==> config.mk <==
export PLATFORM = sky130hd
export DESIGN_NAME = rtc_calendar_core
export DESIGN_NICKNAME = d
export VERILOG_FILES = /design/src/rtl/rtc_pkg.sv /design/src/rtl/rtc_tick_div.sv /design/src/rtl/rtc_calendar_core.sv
export SDC_FILE = /design/constraint.sdc
export NUM_CORES = 1
export LEC_CHECK = 0
export ABC_AREA = 1
export CAP_MARGIN = 20
export CORE_MARGIN = 5
export CORE_UTILIZATION = 28
export DETAILED_ROUTE_END_ITERATION = 7
export SLEW_MARGIN = 20
export SYNTH_ARGS = -nofsm -noshare
export SYNTH_HDL_FRONTEND = slang
export SYNTH_SLANG_ARGS = --single-unit
==> constraint.sdc <==
create_clock -name CLK -period 2.9 [get_ports CLK]
set_input_delay 0.58 -clock CLK [delete_from_list [all_inputs] [get_ports CLK]]
set_output_delay 0.58 -clock CLK [all_outputs]
set_load 0.1 [all_outputs]
==> src/rtl/rtc_pkg.sv <==
// rtc_pkg: field layout of the packed TIME/DATE words and calendar helper functions
// shared by the RTC core and its testbench-facing interfaces.
//   time_t : {MERIDIAN, HOUR[4:0], MIN[5:0], SEC[5:0]}  (18 bits)
//   date_t : {YEAR[6:0], MONTH[3:0], DAY[4:0]}          (16 bits)
package rtc_pkg;

    localparam int TIME_W = 18;
    localparam int DATE_W = 16;

    typedef struct packed {
        logic       mer;
        logic [4:0] hour;
        logic [5:0] min;
        logic [5:0] sec;
    } time_t;

    typedef struct packed {
        logic [6:0] year;
        logic [3:0] month;
        logic [4:0] day;
    } date_t;

    // Years are 2000+year, so every fourth year including 2000 is a leap year.
    function automatic logic is_leap(input logic [6:0] year);
        return year[1:0] == 2'd0;
    endfunction

    function automatic logic [4:0] dim(input logic [3:0] month, input logic [6:0] year);
        case (month)
            4'd2:                    return is_leap(year) ? 5'd29 : 5'd28;
            4'd4, 4'd6, 4'd9, 4'd11: return 5'd30;
            default:                 return 5'd31;
        endcase
    endfunction

    // Returns {meridian, hour12}; hour 0 and 12 both show as 12.
    function automatic logic [5:0] to_12h(input logic [4:0] hour24);
        logic       pm;
        logic [4:0] h;
        pm = hour24 >= 5'd12;
        h  = pm ? hour24 - 5'd12 : hour24;
        return {pm, (h == 5'd0) ? 5'd12 : h};
    endfunction

    function automatic logic [4:0] from_12h(input logic [4:0] hour12, input logic pm);
        return ((hour12 == 5'd12) ? 5'd0 : hour12) + (pm ? 5'd12 : 5'd0);
    endfunction

endpackage

==> src/rtl/rtc_tick_div.sv <==
// rtc_tick_div: seconds prescaler; TICK is high in the cycle the count sits at
// TICKS_PER_SEC-1 while RUN is high.
//   CLK, RESETN (sync, active-low)
//   RUN  : count enable; the count holds while low
//   CLR  : clear the count and suppress TICK this cycle
//   TICK : one cycle per second of RUN time
module rtc_tick_div #(
    parameter int TICKS_PER_SEC = 1000,
    parameter int CNT_W         = 10
) (
    input  logic CLK,
    input  logic RESETN,
    input  logic RUN,
    input  logic CLR,
    output logic TICK
);

    localparam logic [CNT_W-1:0] LAST = CNT_W'(TICKS_PER_SEC - 1);

    logic [CNT_W-1:0] cnt_q, cnt_d;

    always_comb begin
        TICK  = RUN && !CLR && (cnt_q == LAST);
        cnt_d = (CLR || TICK) ? '0 : RUN ? cnt_q + CNT_W'(1) : cnt_q;
    end

    always_ff @(posedge CLK) begin
        if (!RESETN) cnt_q <= '0;
        else         cnt_q <= cnt_d;
    end

endmodule

==> src/rtl/rtc_calendar_core.sv <==
// rtc_calendar_core: HH:MM:SS + leap-aware calendar with validated load and 12h/24h output.
//   CLK, RESETN (sync, active-low)
//   RUN       : advance time;  MODE_12H : 12h format for OUT_TIME and LOAD_TIME decode
//   LOAD      : load request with LOAD_TIME / LOAD_DATE; answered by LOAD_OK / LOAD_ERR
//   OUT_TIME  : {MERIDIAN, HOUR, MIN, SEC};  OUT_DATE : {YEAR, MONTH, DAY}
//   SEC_PULSE : one cycle per seconds increment;  DAY_PULSE : one cycle at midnight
module rtc_calendar_core
    import rtc_pkg::*;
#(
    parameter int TICKS_PER_SEC = 1000,
    parameter int YEAR_RST      = 16,
    parameter int CNT_W         = 10
) (
    input  logic              CLK,
    input  logic              RESETN,
    input  logic              RUN,
    input  logic              MODE_12H,
    input  logic              LOAD,
    input  logic [TIME_W-1:0] LOAD_TIME,
    input  logic [DATE_W-1:0] LOAD_DATE,
    output logic              LOAD_OK,
    output logic              LOAD_ERR,
    output logic [TIME_W-1:0] OUT_TIME,
    output logic [DATE_W-1:0] OUT_DATE,
    output logic              SEC_PULSE,
    output logic              DAY_PULSE
);

    time_t       lt;
    date_t       ld;
    logic        hour_ok, load_valid, load_ok, tick, step;
    logic        sec_wrap, min_wrap, hour_wrap, day_wrap, mon_wrap;
    logic [4:0]  load_hour;
    logic [5:0]  sec_q, sec_d, min_q, min_d;
    logic [4:0]  hour_q, hour_d, day_q, day_d;
    logic [3:0]  mon_q, mon_d;
    logic [6:0]  year_q, year_d;
    logic [TIME_W-1:0] out_time_q, out_time_d;
    logic [DATE_W-1:0] out_date_q;
    logic        sec_pulse_q, day_pulse_q, ok_q, err_q;

    assign lt = LOAD_TIME;
    assign ld = LOAD_DATE;

    always_comb begin
        hour_ok    = MODE_12H ? (lt.hour >= 5'd1 && lt.hour <= 5'd12) : (lt.hour <= 5'd23);
        load_valid = hour_ok && lt.min <= 6'd59 && lt.sec <= 6'd59 &&
                     ld.month >= 4'd1 && ld.month <= 4'd12 &&
                     ld.day >= 5'd1 && ld.day <= dim(ld.month, ld.year) && ld.year <= 7'd99;
        load_ok    = LOAD && load_valid;
        load_hour  = MODE_12H ? from_12h(lt.hour, lt.mer) : lt.hour;
    end

    // Only an accepted load restarts the prescaler; any load swallows a coincident tick
    // so that LOAD_OK/LOAD_ERR never coincide with SEC_PULSE.
    rtc_tick_div #(.TICKS_PER_SEC(TICKS_PER_SEC), .CNT_W(CNT_W)) u_div (
        .CLK   (CLK),
        .RESETN(RESETN),
        .RUN   (RUN),
        .CLR   (load_ok),
        .TICK  (tick)
    );

    assign step = tick && !LOAD;

    always_comb begin
        sec_wrap  = sec_q == 6'd59;
        min_wrap  = sec_wrap && min_q == 6'd59;
        hour_wrap = min_wrap && hour_q == 5'd23;
        day_wrap  = hour_wrap && day_q == dim(mon_q, year_q);
        mon_wrap  = day_wrap && mon_q == 4'd12;
        sec_d  = load_ok ? lt.sec  : !step ? sec_q  : sec_wrap ? 6'd0 : sec_q + 6'd1;
        min_d  = load_ok ? lt.min  : !(step && sec_wrap) ? min_q : min_wrap ? 6'd0 : min_q + 6'd1;
        hour_d = load_ok ? load_hour : !(step && min_wrap) ? hour_q : hour_wrap ? 5'd0 : hour_q + 5'd1;
        day_d  = load_ok ? ld.day  : !(step && hour_wrap) ? day_q : day_wrap ? 5'd1 : day_q + 5'd1;
        mon_d  = load_ok ? ld.month : !(step && day_wrap) ? mon_q : mon_wrap ? 4'd1 : mon_q + 4'd1;
        year_d = load_ok ? ld.year : !(step && mon_wrap) ? year_q : (year_q == 7'd99) ? 7'd0 : year_q + 7'd1;
        out_time_d = {MODE_12H ? to_12h(hour_q) : {1'b0, hour_q}, min_q, sec_q};
    end

    always_ff @(posedge CLK) begin
        if (!RESETN) begin
            sec_q       <= '0;
            min_q       <= '0;
            hour_q      <= '0;
            day_q       <= 5'd1;
            mon_q       <= 4'd1;
            year_q      <= 7'(YEAR_RST);
            out_time_q  <= {MODE_12H ? to_12h(5'd0) : 6'd0, 12'd0};
            out_date_q  <= {7'(YEAR_RST), 4'd1, 5'd1};
            sec_pulse_q <= 1'b0;
            day_pulse_q <= 1'b0;
            ok_q        <= 1'b0;
            err_q       <= 1'b0;
        end else begin
            sec_q       <= sec_d;
            min_q       <= min_d;
            hour_q      <= hour_d;
            day_q       <= day_d;
            mon_q       <= mon_d;
            year_q      <= year_d;
            out_time_q  <= out_time_d;
            out_date_q  <= {year_q, mon_q, day_q};
            sec_pulse_q <= step;
            day_pulse_q <= step && hour_wrap;
            ok_q        <= load_ok;
            err_q       <= LOAD && !load_valid;
        end
    end

    assign OUT_TIME  = out_time_q;
    assign OUT_DATE  = out_date_q;
    assign SEC_PULSE = sec_pulse_q;
    assign DAY_PULSE = day_pulse_q;
    assign LOAD_OK   = ok_q;
    assign LOAD_ERR  = err_q;

endmodule
# Yosys cells after proc, flatten, opt, wreduce, memory -nomap -nowiden
# Index checks and enable logic that the tools add are counted.
# op_classes
add_sub_neg	9
order_cmp	11
n_eq_ne	18
n_mux	31
n_bitwise	1
reduce_logical	38
# op_table
op	n
5-bit 2-to-1 mux	10
6-bit 2-to-1 mux	7
1-bit logical AND	22
7-bit 2-to-1 mux	3
4-bit == test, second input constant	5
4-bit 2-to-1 mux	5
18-bit 2-to-1 mux	1
4-bit by 3-bit == test with 1-bit output, second input constant	4
6-bit by 1-bit adder with 6-bit output, second input constant	2
6-bit == test, second input constant	2
6-bit less-or-equal comparator, second input constant	2
2-bit nonzero test	6
10-bit by 1-bit adder with 10-bit output, second input constant	1
5-bit by 1-bit adder with 5-bit output, second input constant	2
10-bit == test, second input constant	1
5-bit by 1-bit >= comparator with 1-bit output, second input constant	2
4-bit by 2-bit == test with 1-bit output, second input constant	2
2-bit one-hot mux with 2 select lines	2
4-bit OR reduction	2
7-bit by 1-bit adder with 7-bit output, second input constant	1
7-bit == test, second input constant	1
7-bit less-or-equal comparator, second input constant	1
5-bit by 4-bit adder with 5-bit output	1
5-bit by 4-bit == test with 1-bit output, second input constant	1
other kinds (17)	22
# word_totals
register_bits	81
out_inout_bits	38
elab_cells	122

# Depth between registers and ports, before layout
# depth
ltp_word	18
depth_mapped	19
mapped_depth_nobuf	17

# Cells and area by module
# From an unflattened synthesis, not the netlist that was laid out.
# unflattened
cells_unflattened	668
area_unflattened_um2	4570.6
# modules_own_cells
mod	n_inst	cells_per_inst	area_each_um2	seq_area_each_um2
rtc_calendar_core	1	595	3962.6	1421.4
rtc_tick_div	1	73	608.1	200.2

# Worst setup path before layout
# OpenSTA, ideal clock, no wires.
# synth_timing
path_kind	input to register
start	in LOAD_DATE[7]
end	reg sec_q[4]
arrival_ns	2.269
required_time_ns	2.772
slack_ns	0.503
cell_stages	18
path_buffers	2
cell_sequence	nor2_1 -> nand2_1 -> nor2_1 -> a221oi_1 -> ha_1 -> nand2_1 -> nand2_1 -> nor2_1 -> nand2_1 -> nand3_1 -> nor2_4 -> nand3_2 -> buf_6 -> nand2_4 -> buf_6 -> inv_2 -> a21oi_1 -> nor2_1
# synth_via
elab_chain_cells	12
# synth_lines
element	line_no	rtl
start: declaration	rtc_calendar_core.sv:20	input logic [DATE_W-1:0] LOAD_DATE,
4-bit by 3-bit == test with 1-bit output, or another cell as far along	rtc_pkg.sv:29	case (month)
4-bit OR reduction / 1-bit logical AND (equally long branches)	rtc_pkg.sv:29, rtc_calendar_core.sv:47	
2-bit one-hot mux with 2 select lines / 1-bit logical AND (equally long branches)	rtc_pkg.sv:29, rtc_calendar_core.sv:48	
5-bit less-or-equal comparator / 1-bit logical AND (equally long branches)	rtc_calendar_core.sv:49, rtc_calendar_core.sv:48	
1-bit logical AND (*) (2 in series)	rtc_calendar_core.sv:49	ld.day >= 5'd1 && ld.day <= dim(ld.month, ld.year) && ld.year <= 7'd99;
1-bit logical AND (*)	rtc_calendar_core.sv:50	load_ok = LOAD && load_valid;
1-bit zero test	rtc_tick_div.sv:23	TICK = RUN && !CLR && (cnt_q == LAST);
1-bit logical AND (2 in series)	rtc_tick_div.sv:23	
1-bit logical AND	rtc_calendar_core.sv:64	assign step = tick && !LOAD;
2-bit nonzero test (no source line)	--	
end signal: assignment	rtc_calendar_core.sv:83	sec_q <= '0;
end signal: assignment	rtc_calendar_core.sv:96	sec_q <= sec_d;
end: declaration	rtc_calendar_core.sv:34	logic [5:0] sec_q, sec_d, min_q, min_d;
# Every way passes the cells marked *; elsewhere a longest branch is shown, timed or not.
# A chain may end at the register's enable or synchronous reset.

# Final worst setup path
# layout_timing
start	in LOAD_DATE[8]
end	reg sec_q[0]
# Same word-level chain as after synthesis.

==> flow_summary.toml <==
[drt]
drc = 0
drt_wl_total_um = 11200
wl_per_cell_um = 11.8
dr.pass1.iters = 5
vias = 4086
via_per_inst = 4.31
initialDrtViolationCount = 346
final_antenna_net_count = 0

[timing]
worstMarginPinSlew_ps = 562
slew_headroom_pct = 62.5
clock_skew_ps = 6.53
fin_crit_sh_pct = 92.7
fmax_ghz = 0.372
hold_viol = 0
holdWs_ps = 425
maxSlewViolCount = 0
period_minus_slack_ps = 2690
finalSetupViolCount = 0

[synth]
syn-num-nets = 692
synth_common_cells = "nand2_1, inv_1, nor2_1"
ys_ff_latch = 81
avgSynthCellArea_um2 = 6.89
yosysTopAreaCell = "dfxtp_1"
ys.flop_type = "dfxtp_1"
synth_area_um2 = 4380
async_flop_share_pct = 0
synth_top_cells_by_area = "dfxtp_1, nand2_1, inv_1"
synth_edf_count = 0
ys_seq_area_share_pct = 37.0
synth_cell_types = 44
yosysWarningCount = 0
synth_cells = 635
synth_top_cell_area_share_pct = 37.0
yosysMostFrequentCell = "nand2_1"

[finish]
fill_cells = 1646
seq_area_um2 = 1620
synthToLayoutAreaGrowth_pct = 30.5
final_cell_area_um2 = 5710
drive_gt1_share_pct = 15.5
nNetsFinal = 788
fin_cells = 947
multi_input_area_um2 = 2290
antenna_cells = 0

[die]
num_rows = 45
die_w_um = 135
io_pins = 77
core_um2 = 15300
initial_core_util_pct = 28.7
die_h_um = 135
fp.dieArea_um2 = 18200

[power_and_ir_drop]
powerDensity_nw_per_um2 = 495
finalPower_uw = 2830
p_leak_uw = 0.00285
ir_worst_vdd_mv = 0.284

[place]
gp_congestion = 0.831
portBuffers = 76
place_inst = 931
dp_hpwl_um = 8600
placed_area_um2 = 5410

[worst_setup_path]
start_kind = "input pin"
critPathKind = "in -> reg"
cp_max_fo = 9
critPathCaptureType = "flop"
crit_required_ps = 3120
critPathArrivalTime_ps = 2910

[clocking]
clk_pin_slew_ps = 60
htreeDepth = 3
cts_tree = "built"
ctsRootBufferMaster = "clkbuf_16"
worstSkewPairLatency_ps = 350
clock_sinks = 81
cts_hold_buf = 0
clock_path_buffers = 2
cts_made_buffers = 9

[run]
drv_cap = 0

[global_routing]
grt_use_total_pct = 12.9
antenna_found_initial = 0
grt-ovfl-total = 0
grt_pass1_wl_um = 18700
grt_pass1_vias = 3880
grt_max_degree = 51

[min_path]
min_path_type = "reg -> reg"

[outcome]
status = "completed"
[routing by layer]
layer	up-vias	share of wire (%)	global-route usage [%]
met4	0	1.8	4.76
met2	98	43	20.0
met1	1802	49	17.2
met5	-	0	0
met3	19	5.7	3.65
li1	2167	-	-
[final timing paths]
check	startpoint	end	slack [ps]	cells past startpoint
worst max-delay path	LOAD_DATE[8]	sec_q[0]	210	19
worst min-delay path	year_q[5]	OUT_DATE[14]	430	2
worst max register to register	mon_q[0]	year_q[6]	800	10
worst min register to register	year_q[5]	OUT_DATE[14]	430	2
[where the power goes]
group          switching [uW]  total, uW  internal [uW]
clock                     452       1100            648
sequential               38.7       1200           1160
combinational             342        532            191
[stage by stage]
| stage | setup slack (ps) | TNS (ps) | util [%] |
|---|---|---|---|
| CTS | 157 | 0 | 37.4 |
| finish | 211 | 0 | 37.4 |
| detailed placement | -194 | -5120 | 35.5 |
| global placement | -168 | -4520 | 35.5 |
| global route | -9.24 | -13.2 | 37.4 |
| floorplan | 503 | 0 | - |
[kinds of logic after synthesis]
| logic type | after synthesis | share of synthesized area, % |
|---|---|---|
| simple gates | 343 | 34.9 |
| buf+inv | 113 | 10.8 |
| flops | 81 | 37.0 |
| compound gates | 59 | 7.72 |
| xor+xnor | 21 | 4.20 |
| fa+ha+maj | 18 | 5.32 |
[critical path, cell delays in order]
cell	delay, ps
clkdlybuf4s50_1	510
buf_4	150
nor2_1	40
a221oi_1	210
ha_1	280
nand2_1	70
nand2_1	50
nor2_1	90
nand2_1	60
nand3_1	110
nor2_4	40
nand3_2	80
buf_12	130
inv_2	50
buf_4	150
nand2_1	50
o21ai_0	90
nor2_1	100
nor2_1	40
[repair_timing]
item | CTS | global route
setup buffers | 0 | 0
resized for setup | 0 | 3
endpoints found under the hold margin | 0 | 0
setup endpoints to repair | 0 | 21
[cell usage in the layout (no fill, tap or decap), types with 3 or more instances in the layout]
master,netlist,routed
inv_1,88,88
nor2_4,3,3
nor2_2,2,3
nand4_1,9,9
nor2_1,82,81
o22ai_1,3,3
dfxtp_1,81,81
o21ai_0,24,24
ha_1,17,17
clkdlybuf4s50_1,0,36
xor2_1,12,12
nand3_1,44,44
clkbuf_16,0,9
nand2_4,2,3
clkbuf_8,0,3
o21ai_1,9,9
nand3b_1,3,3
buf_4,1,62
a21oi_1,12,12
nor3_1,5,5
nand3_2,3,3
nand2_1,176,176
inv_2,8,8
xnor2_1,9,9
[flip-flops by register name, indices dropped and copies added, names as in the netlist]
name         cells
SEC_PULSE        1
min_q            6
sec_q            6
OUT_DATE        16
u_div.cnt_q     10
LOAD_OK          1
DAY_PULSE        1
year_q           7
mon_q            4
day_q            5
LOAD_ERR         1
hour_q           5
OUT_TIME        18
[area by class of cell]
type | instances | area share, %
inverters | 96 | 6.31
multi-input cells | 441 | 40.1
repair buffers | 102 | 15.5
well taps | 211 | 4.62
flip-flops and latches | 81 | 28.4
clock buffers | 12 | 4.66
clock inverters | 4 | 0.460
No activity file was read; power rests on OpenSTA's default activity.
